$ cat config.mk
export PLATFORM = sky130hd
export DESIGN_NAME = seq_event_counter
export DESIGN_NICKNAME = d
export VERILOG_FILES = /design/src/rtl/seq_pkg.sv /design/src/rtl/bcd_digit.sv /design/src/rtl/seq_event_counter.sv
export SDC_FILE = /design/constraint.sdc
export NUM_CORES = 1
export LEC_CHECK = 0
export ABC_AREA = 0
export CAP_MARGIN = 20
export CORE_ASPECT_RATIO = 2
export CORE_UTILIZATION = 30
export CTS_CLUSTER_DIAMETER = 80
export DETAILED_ROUTE_END_ITERATION = 6
export HOLD_SLACK_MARGIN = 0.12
export PLACE_DENSITY = 0.51
export SETUP_SLACK_MARGIN = 0.1
export SLEW_MARGIN = 25
export SYNTH_ARGS = -nofsm -noshare
export SYNTH_HDL_FRONTEND = slang
export SYNTH_SLANG_ARGS = --single-unit
$ cat constraint.sdc
create_clock -name Clock -period 3.6 [get_ports Clock]
set_input_delay 0.36 -clock Clock [delete_from_list [all_inputs] [get_ports Clock]]
set_output_delay 0.36 -clock Clock [all_outputs]
set_load 0.02 [all_outputs]
$ cat src/rtl/seq_pkg.sv
// Shared definitions for the sequence-detector event counter.
package seq_pkg;

    // Detector-output tracking FSM, minimum encoding.
    typedef enum logic {
        IDLE = 1'b0,
        RUN  = 1'b1
    } seq_state_t;

    localparam logic [3:0] BCD_MAX   = 4'd9;
    localparam int         COUNT_MAX = 99;
    localparam int         RUN_W_DEF = 4;

    // Binary value of a two-digit BCD number.
    function automatic int bcd_value(input logic [3:0] tens, input logic [3:0] ones);
        return int'(tens) * 10 + int'(ones);
    endfunction

endpackage

$ cat src/rtl/bcd_digit.sv
// Single BCD digit register; wraps 9 -> 0 and flags the wrap as carry.
module bcd_digit
    import seq_pkg::*;
(
    input  logic       Clock,
    input  logic       Reset,
    input  logic       clr,
    input  logic       inc,
    input  logic       hold,
    output logic [3:0] digit,
    output logic       carry
);

    logic step;

    assign step  = inc && !hold;
    assign carry = step && (digit == BCD_MAX);

    // Digit register: reset and clear zero it, an unheld increment advances it.
    always_ff @(posedge Clock) begin
        if (Reset || clr)
            digit <= 4'd0;
        else if (step)
            digit <= carry ? 4'd0 : digit + 4'd1;
    end

endmodule

$ cat src/rtl/seq_event_counter.sv
// Counts rising edges of the detector output z (2-digit BCD, saturating at
// 99 with a sticky overflow) and measures current and longest z-high runs.
module seq_event_counter
    import seq_pkg::*;
#(
    parameter int RUN_W = RUN_W_DEF
) (
    input  logic             Clock,
    input  logic             Reset,
    input  logic             Clear,
    input  logic             z,
    output logic             event_pulse,
    output logic [3:0]       count_ones,
    output logic [3:0]       count_tens,
    output logic             overflow,
    output logic [RUN_W-1:0] run_len,
    output logic [RUN_W-1:0] max_run,
    output logic             state
);

    localparam logic [RUN_W-1:0] RUN_MAX = '1;

    seq_state_t       cur_st, nxt_st;
    logic             edge_evt;
    logic             at_max;
    logic             ones_carry;
    logic             unused_tens_carry;
    logic             run_upd;
    logic [RUN_W-1:0] run_nxt;
    logic [RUN_W-1:0] max_nxt;

    // Next state: the FSM simply remembers the last sample of z.
    always_comb begin
        nxt_st = cur_st;
        case (cur_st)
            IDLE:    nxt_st = z ? RUN : IDLE;
            RUN:     nxt_st = z ? RUN : IDLE;
            default: nxt_st = IDLE;
        endcase
    end

    // State register; Clear intentionally leaves the edge history alone.
    always_ff @(posedge Clock) begin
        if (Reset)
            cur_st <= IDLE;
        else
            cur_st <= nxt_st;
    end

    assign edge_evt = (cur_st == IDLE) && z;
    assign at_max   = (bcd_value(count_tens, count_ones) == COUNT_MAX);
    assign state    = cur_st;

    // Event pulse is registered and still fires when Clear coincides.
    always_ff @(posedge Clock) begin
        if (Reset)
            event_pulse <= 1'b0;
        else
            event_pulse <= edge_evt;
    end

    // Ones chained into tens; both held once the count reaches 99.
    bcd_digit u_ones (
        .Clock (Clock),
        .Reset (Reset),
        .clr   (Clear),
        .inc   (edge_evt),
        .hold  (at_max),
        .digit (count_ones),
        .carry (ones_carry)
    );

    bcd_digit u_tens (
        .Clock (Clock),
        .Reset (Reset),
        .clr   (Clear),
        .inc   (ones_carry),
        .hold  (at_max),
        .digit (count_tens),
        .carry (unused_tens_carry)
    );

    // Sticky overflow when an event arrives with the count already at 99.
    always_ff @(posedge Clock) begin
        if (Reset || Clear)
            overflow <= 1'b0;
        else if (edge_evt && at_max)
            overflow <= 1'b1;
    end

    // Run-length update: restart at 1 on an edge, saturating increment while high.
    always_comb begin
        run_upd = 1'b0;
        run_nxt = run_len;
        if (edge_evt) begin
            run_upd = 1'b1;
            run_nxt = {{(RUN_W-1){1'b0}}, 1'b1};
        end else if ((cur_st == RUN) && z) begin
            run_upd = 1'b1;
            run_nxt = (run_len == RUN_MAX) ? run_len : run_len + 1'b1;
        end
        max_nxt = (run_nxt > max_run) ? run_nxt : max_run;
    end

    // Run-length and longest-run registers; they hold whenever z is low.
    always_ff @(posedge Clock) begin
        if (Reset || Clear) begin
            run_len <= '0;
            max_run <= '0;
        end else if (run_upd) begin
            run_len <= run_nxt;
            max_run <= max_nxt;
        end
    end

endmodule

==> results.txt <==
Outcome: finished clean
Cell Count, Final, Fillers Out: 212
Syn Area/Cell: 8.89 um2
DR top layer: met4
Number of synthesized flops with an enable pin: 0
Clock transition at path regs: 60 ps
Post CTS Setup Buffer Count: 0
CTS root buffer: clkbuf_8
Cell internal pwr: 0.308 mW
Initial antenna violation count: 0
Worst reg2reg path endpoint: u_tens.digit[0]
Drt pass-1 iters: 4
Proportion of layout cells with a drive suffix above 1: 6.21%
Final #Nets: 184
WL met3: 60 um
Post-Syn Nets: 159
Endpoints failing setup: 0
GRT overflow: 0
Max IR drop VDD: 0.000261 V
Clk buf depth: 2
Synthesized cell area: 1220 um2
RR Startpoint: u_tens.digit[1]
# IOs: 23
Hold Path End: max_run[1]
Max-slew headroom: 69.0%
Hold Path Stages: 2
Worst Skew: 3.47 ps
Antenna Nets Post-Route: 0
Crit path DAT: 2800 ps
CTS resizes: 0
CTS tree: built
Hold Startpoint: max_run[1]
Final setup TNS: 0 ps
Seq pwr share: 54.6%
Top cells by area, synth: dfxtp_1, ha_1, nand2_1, mux2i_1, inv_1
Switch Pwr: 0.0888 mW
Hold Vio Cnt, Final: 0
Largest net degree at the start of global routing: 13
Final HPWL DP: 2.29 mm
Layout area overhead: 26.6%
DRT Wirelength: 2.89 mm
Port-buffer cells: 22
H-tree depth: 1
Die height: 92.1 um
Worst-path cell with the longest stage delay: clkdlybuf4s50_1
Crit end category: register
Gp weighted congestion: 0.703
Layout fillers: 419
Most common flop cell mapped by yosys: dfxtp_1
Min Tclk post-route: 2660 ps
Via density per instance: 5.12
Die area: 4330 um2
Share of the synthesized area in the top cell type: 31.2%
Register cell area after layout: 380 um2
Worst Path Class, Setup: input port to register
Placed cells: 208
Number of core rows: 32
Worst min path class: register to register
CP peak stage delay: 570 ps
Seq cells post-synth: 19
Final Max Slew Viols: 0
Total power: 0.397 mW
Worst R2R Path Depth: 7
Sw Share: 22.4%
Multi-input combinational cell area: 779 um2
Core area: 3880 um2
Global-route wire length before repair: 4.77 mm
Worst slew pin tran: 464 ps
Pwr Density: 257 nW/um2
Starting Density: 31.3%
FMAX: 0.376 GHz
Worst EP required: 3740 ps
CP max FO: 10
Total inserted antenna cells: 0
P_leak: 0.610 nW
Vias in the first global route: 1026
Clock network power share: 36.3%
Post-synthesis cell type count: 41
Reg-to-reg slack, setup: 950 ps
Die width: 47.0 um
Comb pwr share: 9.1%
Async set or reset register ratio after synthesis: 0%
Initial DRC Count: 11
RSZ-0062 raised after global routing: no
CTS Buf Count: 3
Share of the yosys chip area belonging to registers: 31.2%
Top cells by count, synth: dfxtp_1, nand2_1, ha_1
Global Route Usage Sum: 15.3%
Number of max-cap violations: 0
DR DRC count: 0
Routed vias: 1085
Clock sink total: 19
Count leader, synth: dfxtp_1
Crit path cell chain: clkdlybuf4s50_1 -> nand2_1 -> a31oi_1 -> a22o_1 -> ha_1 -> nor2b_1 -> o21a_1 -> o21ai_0 -> a21oi_1 -> mux2_2
Met2 WL post-DR: 1.66 mm
Worst skew pair latency: 250 ps
Startpoint types: input port
Cell count after synthesis: 137
Average wire per standard cell: 13.6 um
Hold_buf cts: 0
Crit share post-route: 73.8%
Largest area contributor in the netlist: dfxtp_1
Wl on met1: 1.12 mm
Warnings from Yosys: 0
[per-stage QoR]
| stage | utilization, % | worst slack (ps) | instance area [um2] | hold slack [ps] |
|---|---|---|---|---|
| after global placement | 38.5 | 774 | 1500 | 467 |
| after floorplan | - | 1070 | 1220 | 432 |
| after CTS | 39.7 | 927 | 1540 | 486 |
| after global routing | 39.7 | 793 | 1540 | 512 |
| after detailed placement | 38.5 | 688 | 1500 | 473 |
| final | 39.7 | 942 | 1540 | 479 |
[worst max path at each step]
stage | from | endpoint | slack (ps) | cells after the start
after floorplan | u_tens.digit[1] | u_tens.digit[0] | 1070 | 7
after global placement | z | max_run[0] | 770 | 10
after detailed placement | z | max_run[0] | 690 | 10
after CTS | u_tens.digit[1] | u_tens.digit[0] | 930 | 7
after global routing | z | max_run[0] | 790 | 10
final | z | max_run[0] | 940 | 10
[power by group through the flow]
stage | combinational (mW) | sequential [mW] | clock, mW
2_1_floorplan | 0.0188 | 0.224 | 0
3_3_place_gp | 0.0354 | 0.222 | 0
3_5_place_dp | 0.0361 | 0.222 | 0
4_1_cts | 0.0364 | 0.217 | 0.150
5_1_grt | 0.0396 | 0.217 | 0.161
6_report | 0.0361 | 0.217 | 0.144
[registers in the layout, summed over array words and instances (netlist names)]
name          flops
state             1
u_tens.digit      4
run_len           4
overflow          1
event_pulse       1
u_ones.digit      4
max_run           4
[layer usage]
layer / global-route usage [%] / vias to the layer above
li1: - / 537
met2: 28.7 / 19
met4: 5.71 / 0
met1: 15.8 / 524
met5: 0 / -
met3: 1.77 / 5
[area by class of cell]
type                            count  share of cell area [%]
Multi-Input combinational cell    103                    50.6
Timing Repair Buffer               23                    14.8
Clock buffer                        4                    2.92
Tap cell                           51                    4.14
Inverter                           12                    2.92
Sequential cell                    19                    24.7
[layout by cell type, fill, tap and decap left out, types with 2 or more instances in the layout]
master and count:
nor2b_1 3, nor2_1 4, and2_1 2, fa_1 2, o211ai_1 2, clkdlybuf4s50_1 22, o21ai_0 4, a21oi_1 8
nand2b_1 2, clkbuf_8 3, nand3_1 5, ha_1 16, or2_2 2, dfxtp_1 19, or4_1 3, mux2_2 2
nand2_1 17, a211o_1 2, mux2i_1 5, nand4_1 5, inv_1 12
[kinds of logic after synthesis]
group	after synthesis	share of synthesized area, %
xor+xnor	1	0.720
flops	19	31.2
fa+ha+maj	18	19.7
simple gates	48	20.6
compound gates	29	17.1
buf+inv	15	4.73
mux	7	5.96
[worst max-delay path, delay by kind of cell]
family          cells  cell delay, ps
compound gates      5             920
fa+ha+maj           1             290
buf+inv             1             570
simple gates        2             270
mux                 1             380
No activity file was read; power rests on OpenSTA's default activity.
